### config.mk
export PLATFORM = sky130hd
export DESIGN_NAME = inst_fetch_unit
export DESIGN_NICKNAME = d
export VERILOG_FILES = /design/src/rtl/inst_fetch_unit.sv
export SDC_FILE = /design/constraint.sdc
export NUM_CORES = 1
export LEC_CHECK = 0
export ABC_AREA = 1
export ABC_CLOCK_PERIOD_IN_PS = 4400
export CORE_UTILIZATION = 30
export DETAILED_ROUTE_END_ITERATION = 6
export DONT_BUFFER_PORTS = 1
export SLEW_MARGIN = 20
export SYNTH_ARGS = -nofsm -noshare
export SYNTH_HDL_FRONTEND = slang
export SYNTH_SLANG_ARGS = --single-unit
### constraint.sdc
create_clock -name clk -period 4.4 [get_ports clk]
set_clock_uncertainty 0.2 [all_clocks]
set_input_delay 0.88 -clock clk [delete_from_list [all_inputs] [get_ports clk]]
set_output_delay 0.88 -clock clk [all_outputs]
set_load 0.1 [all_outputs]
### src/rtl/inst_fetch_unit.sv
// Instruction fetch: sequential PC generation, req/gnt/rvalid memory port,
// response FIFO feeding IF/ID, stall and ex-stage jump redirect handling.
module inst_fetch_unit #(
  parameter logic [31:0] RESET_PC = 32'h0000_0000,
  parameter int          DEPTH    = 2
) (
  input  logic        clk,
  input  logic        rst_n,
  input  logic        stalled_i,
  input  logic        jump_flag_i,
  input  logic [31:0] jump_addr_i,
  output logic        req_o,
  output logic [31:0] addr_o,
  input  logic        gnt_i,
  input  logic        rvalid_i,
  input  logic [31:0] rdata_i,
  output logic [31:0] pc_o,
  output logic [31:0] inst_o,
  output logic        valid_o
);

  localparam int PW = $clog2(DEPTH);
  localparam int CW = PW + 1;
  localparam logic [CW-1:0] CAP = CW'(DEPTH);

  logic [31:0]   fifo_pc   [DEPTH];
  logic [31:0]   fifo_inst [DEPTH];
  logic [PW-1:0] wr_ptr;
  logic [PW-1:0] rd_ptr;
  logic [CW-1:0] count;
  logic [CW-1:0] outstanding;
  logic [CW-1:0] out_next;
  logic [CW-1:0] drop_cnt;
  logic [31:0]   resp_pc;
  logic [31:0]   jump_pc;
  logic          credit;
  logic          accept;
  logic          push;
  logic          pop;

  // every outstanding request owns a FIFO slot, so push never overflows
  assign credit   = (outstanding + count) < CAP;
  assign req_o    = rst_n && credit;
  assign accept   = credit && gnt_i;
  assign out_next = outstanding + CW'(accept) - CW'(rvalid_i);
  assign jump_pc  = {jump_addr_i[31:2], 2'b00};

  assign valid_o = count != '0;
  assign pop     = valid_o && !stalled_i && !jump_flag_i;
  assign push    = rvalid_i && !jump_flag_i && (drop_cnt == '0);
  assign pc_o    = valid_o ? fifo_pc[rd_ptr] : '0;
  assign inst_o  = valid_o ? fifo_inst[rd_ptr] : '0;

  always_ff @(posedge clk or negedge rst_n) begin
    if (!rst_n) begin
      addr_o      <= RESET_PC;
      resp_pc     <= RESET_PC;
      outstanding <= '0;
      drop_cnt    <= '0;
      count       <= '0;
      wr_ptr      <= '0;
      rd_ptr      <= '0;
    end else begin
      outstanding <= out_next;
      if (jump_flag_i) begin
        // in-flight requests, including this cycle's grant, are dropped
        addr_o   <= jump_pc;
        resp_pc  <= jump_pc;
        drop_cnt <= out_next;
        count    <= '0;
        wr_ptr   <= '0;
        rd_ptr   <= '0;
      end else begin
        if (accept) begin
          addr_o <= addr_o + 32'd4;
        end
        if (rvalid_i && drop_cnt != '0) begin
          drop_cnt <= drop_cnt - 1'b1;
        end
        if (push) begin
          wr_ptr  <= wr_ptr + PW'(1);
          resp_pc <= resp_pc + 32'd4;
        end
        if (pop) begin
          rd_ptr <= rd_ptr + PW'(1);
        end
        count <= count + CW'(push) - CW'(pop);
      end
    end
  end

  always_ff @(posedge clk) begin
    if (push) begin
      fifo_pc[wr_ptr]   <= resp_pc;
      fifo_inst[wr_ptr] <= rdata_i;
    end
  end

endmodule

# After elaboration in Yosys (flattened, before gate mapping)
# Memories as Yosys holds them, arrays and structs flattened.
# Cells that the tools add are included.
# totals
reg_bits	72
ram_bits	128
input_bits	70
out_inout_bits	98
wordCells	51
n_memories	2
# classes
add_sub_neg	10
magnitude_cmp	1
n_mux	15
reduce_logical	16
# mem_list
name	depth	width	read_ports	rd_ports_with_merged_regs	write_ports	line	text
fifo_inst	2	32	1	0	1	27	logic [31:0] fifo_inst [DEPTH];
fifo_pc	2	32	1	0	1	26	logic [31:0] fifo_pc [DEPTH];
# op_table
operator	count
2-to-1 mux 32 bit	6
adder 32 x 3 -> 32 bit, second input constant	2
nonzero test 2 bit	6
logical AND 1 bit	7
2-to-1 mux 1 bit	6
2-to-1 mux 2 bit	3
adder 2 x 1 -> 2 bit	2
subtractor 2 x 1 -> 2 bit	2
adder 1 bit, second input constant	2
adder 2 bit	1
logical NOT 1 bit	2
logical NOT 2 bit	1
less-than comparator 2 bit, second input constant	1
subtractor 2 x 1 -> 2 bit, second input constant	1

# Longest topological paths before layout
# logic_depth
word_depth	6
mapped_depth	13

# Worst setup path after synthesis
# No wires, ideal clock.
# synth_path
path_kind	input-to-reg
start	input jump_flag_i
end	memory fifo_inst[0][0] (enable)
arrival_time_ps	3955
path_slack_ps	-239
cell_stages	4
path_buffers	1
path_cell_list	buf_2 inv_2 nand3_2 nor2_1
# synth_between
elab_chain_cells	5
# synth_lines
element	line	text
start: declaration	10	input logic jump_flag_i,
logical NOT 1 bit	50	assign push = rvalid_i && !jump_flag_i && (drop_cnt == '0);
logical AND 1 bit (2 in series)	50	
2-to-1 mux 1 bit	93	if (push) begin
2-to-1 mux 1 bit (not written as such)	95	fifo_inst[wr_ptr] <= rdata_i;
end: declaration	27	
# Every way passes these cells.

# Worst setup path in the final report
# layout_path
start	register rd_ptr
end	output inst_o[28]
# layout_between
elab_chain_cells	2
# layout_lines
element	line	text
start: declaration	29	logic [PW-1:0] rd_ptr;
start signal: assignment	85	rd_ptr <= rd_ptr + PW'(1);
memory (2 x 32 bit)	--	
2-to-1 mux 32 bit	52	assign inst_o = valid_o ? fifo_inst[rd_ptr] : '0;
end: declaration	18	output logic [31:0] inst_o,
# Every way passes these cells.

==> results.toml <==
[placed_design]
place_congestion = 0.865
dpl.cell_count = 1481
dpl.hpwl_um = 17200
portBuffers = 0

[setup_path]
crit_required_ps = 3320
cp_max_fo = 42
path_common_cell = "buf_4"
arrival_ps = 2340
end_kind = "output port"
critPathSlowestCell = "inv_2"
start_kind = "register"
critPathKind = "reg2out"
cpPeakStageDelay_ps = 550
path_buf_inv = 3
cp_top_family = "buffers and inverters"
path_cells = "inv_2, buf_4, nand2_1, a21oi_2, buf_4"

[global_route]
grt_antenna_before_repair = 0
track_usage = 0.158
grt_max_degree = 69
grt_overflow = 0
grt_pass1_wl_um = 37800
grt_pass1_vias = 6771

[sta]
slew_headroom = 0.255
period_needed_ps = 3420
worst_pin_slew_ps = 1120
max_freq_ghz = 0.292
slew_viol_final = 0
period_share = 0.777
rsz0062_at_grt = "no"
finalSetupViolCount = 0
hold_ws_ps = 107
hold_viol = 0
tns_ps = 0

[drt]
num_vias = 7215
drt_iter0_drc = 507
via_per_inst = 4.77
wl_per_cell_um = 16.3
totalWireLength_um = 24600
first_pass_iters = 5
antenna_left = 0
drc = 0

[final_layout]
diodes = 0
num-fill-cells = 3084
nets = 1182
multi_input_area_um2 = 3640
syn2layout_area_growth_pct = 19.2
stdcell_count = 1514
final_layout_size_suffix_gt1_frac = 0.175
regArea_um2 = 5430

[outcome]
run_status = "finished clean"

[clocking]
cts_made_buffers = 17
clk_latency_ps = 440
clock-root-buffer = "clkbuf_16"
cts_buffer_depth = 2
cts_tree = "yes"
htreeDepth = 4
cts.sink_count = 192
path_clk_slew_ps = 80
postCtsSetupBuffers = 0

[synthesis]
avgSynthCellArea_um2 = 8.95
synth-xor-area-share = 0.0262
synth-seq-cells = 192
ys_seq_area_frac = 0.580
synth_fa_ha_area_frac = 0.00936
synth_compound_area_frac = 0.0728
synth_cell_types = 41
synth-simple-area-share = 0.252
synthMuxAreaShare = 0
synth.cell_area_um2 = 9360
synth_warnings = 0
synth_top_family_by_area = "simple AND/OR/NAND/NOR gates"
syn-instance-count = 1045

[floorplanning]
dieWidth_um = 179
die-area_um2 = 31900
ios = 168
num_rows = 64
start_util = 0.305
core_um2 = 30700
die_h_um = 179

[flow_run]
cap_viol_max_count = 0

[pwr]
p_per_area_nw_per_um2 = 650
power.leakage_uw = 0.00449
vdd_drop_max_v = 0.000294

[min_path]
hold_class = "in2async"
==> synth_stat cells (all sizes together) <==
| cell type | number | share of area |
|---|---|---|
| o21ai | 28 | 0.015 |
| nand4 | 17 | 0.011 |
| dfrtp | 68 | 0.18 |
| a21oi | 70 | 0.037 |
| clkbuf | 21 | 0.0084 |
| buf | 18 | 0.012 |
| nor3 | 10 | 0.0083 |
| ha | 7 | 0.0094 |
| o21bai | 5 | 0.0040 |
| nor2 | 84 | 0.037 |
| and3 | 2 | 0.0013 |
| o211ai | 13 | 0.010 |
| nand3 | 68 | 0.039 |
| nor3b | 1 | 0.00080 |
| xnor2 | 12 | 0.011 |
| o311ai | 1 | 0.00094 |
| conb | 1 | 0.00040 |
| or2 | 2 | 0.0013 |
| nand3b | 1 | 0.00080 |
| o21a | 1 | 0.00080 |
| o41ai | 1 | 0.00094 |
| nand2 | 373 | 0.15 |
| o221ai | 2 | 0.0019 |
| edfxtp | 124 | 0.40 |
| a31oi | 2 | 0.0013 |
| inv | 97 | 0.039 |
| xor2 | 16 | 0.015 |
==> through the flow <==
step	cell area, um^2	utilization	power, uW	setup WS [ps]
global route	11200	0.364	7600	768
floorplan	9370	-	5000	799
global placement	10500	0.343	5690	1350
detailed placement	10500	0.343	5730	1350
finish	11200	0.364	7240	981
CTS	11200	0.364	7310	892
==> routing by layer <==
metal,up-vias,track usage,routed length [um]
met5,-,0,0
met3,16,0.0529,2300
li1,3566,-,-
met1,3371,0.212,10800
met2,262,0.243,11300
met4,0,0.0381,274
==> cell type report <==
class,count,share of cell area
Clock inverter,15,0.0158
Sequential cell,192,0.487
Tap cell,396,0.0444
Multi-Input combinational cell,720,0.326
Inverter,97,0.0329
Timing Repair Buffer,77,0.0559
Clock buffer,17,0.0381
==> worst reg2reg max path, cell delays in order, from the launching register on <==
cell and delay [ps]:
dfrtp_1 1090, nand3_1 400, nor3_4 300, nand2_1 180, inv_1 110, nand3_1 60, nand3_1 150, nand3_1 70
==> path summary, 6_finish.rpt <==
path | startpoint | end | slack [ps] | depth (start not counted)
max | rd_ptr$_DFFE_PN0P_ | inst_o[28] | 980 | 5
min | rst_n | addr_o[25]$_DFFE_PN0P_ | 110 | 1
max reg2reg | addr_o[4]$_DFFE_PN0P_ | addr_o[22]$_DFFE_PN0P_ | 1730 | 7
min reg2reg | resp_pc[31]$_DFFE_PN0P_ | fifo_pc[0][31]$_DFFE_PP_ | 350 | 0
max in group asynchronous | rst_n | rd_ptr$_DFFE_PN0P_ | 3550 | 1
min in group clk | jump_flag_i | count[0]$_DFF_PN0_ | 320 | 1
==> flip-flops by register name, summed over array words and instances (netlist names) <==
signal / count
fifo_inst: 64
fifo_pc: 60
addr_o: 30
resp_pc: 30
count: 2
drop_cnt: 2
outstanding: 2
rd_ptr: 1
wr_ptr: 1
==> power breakdown <==
part	switching (uW)	internal, uW	leakage, uW
sequential	721	2210	0.00195
clock	785	770	0.000293
combinational	2160	593	0.00224
total	3670	3570	0.00449
==> what timing repair did <==
action	4_1_cts	5_1_grt
gates resized for setup	0	0
endpoints found under the hold margin	68	0
hold buffers	1	0
==> cell families (layout without fill, tap and decap cells) <==
| logic type | count (synthesis) | count (layout) |
|---|---|---|
| xor gates and xnor gates | 28 | 28 |
| buffers and inverters | 136 | 206 |
| DFF | 192 | 192 |
| adders and majority gates | 7 | 7 |
| AOI/OAI and AO/OA | 123 | 123 |
| other | 1 | 4 |
| and+or+nand+nor | 558 | 558 |
==> cells in the final DEF, fill, tap and decap left out, types with 3 or more instances in the layout <==
cell type	Yosys	layout
nand4_1	17	17
inv_1	93	93
inv_2	3	3
nor3_1	7	7
clkbuf_16	0	17
nor2_1	78	75
nand3_2	3	3
xor2_1	16	16
conb_1	1	4
o21bai_1	5	5
inv_8	0	5
o211ai_1	13	13
o21ai_1	6	6
buf_4	6	74
clkinv_8	0	5
xnor2_1	12	12
a21oi_1	70	8
a21oi_2	0	62
edfxtp_1	124	124
nand3_1	64	64
ha_1	7	7
nor2_4	4	7
nand2_1	370	370
dfrtp_1	68	67
o21ai_0	22	22
Power figures use the tool's default switching activity.
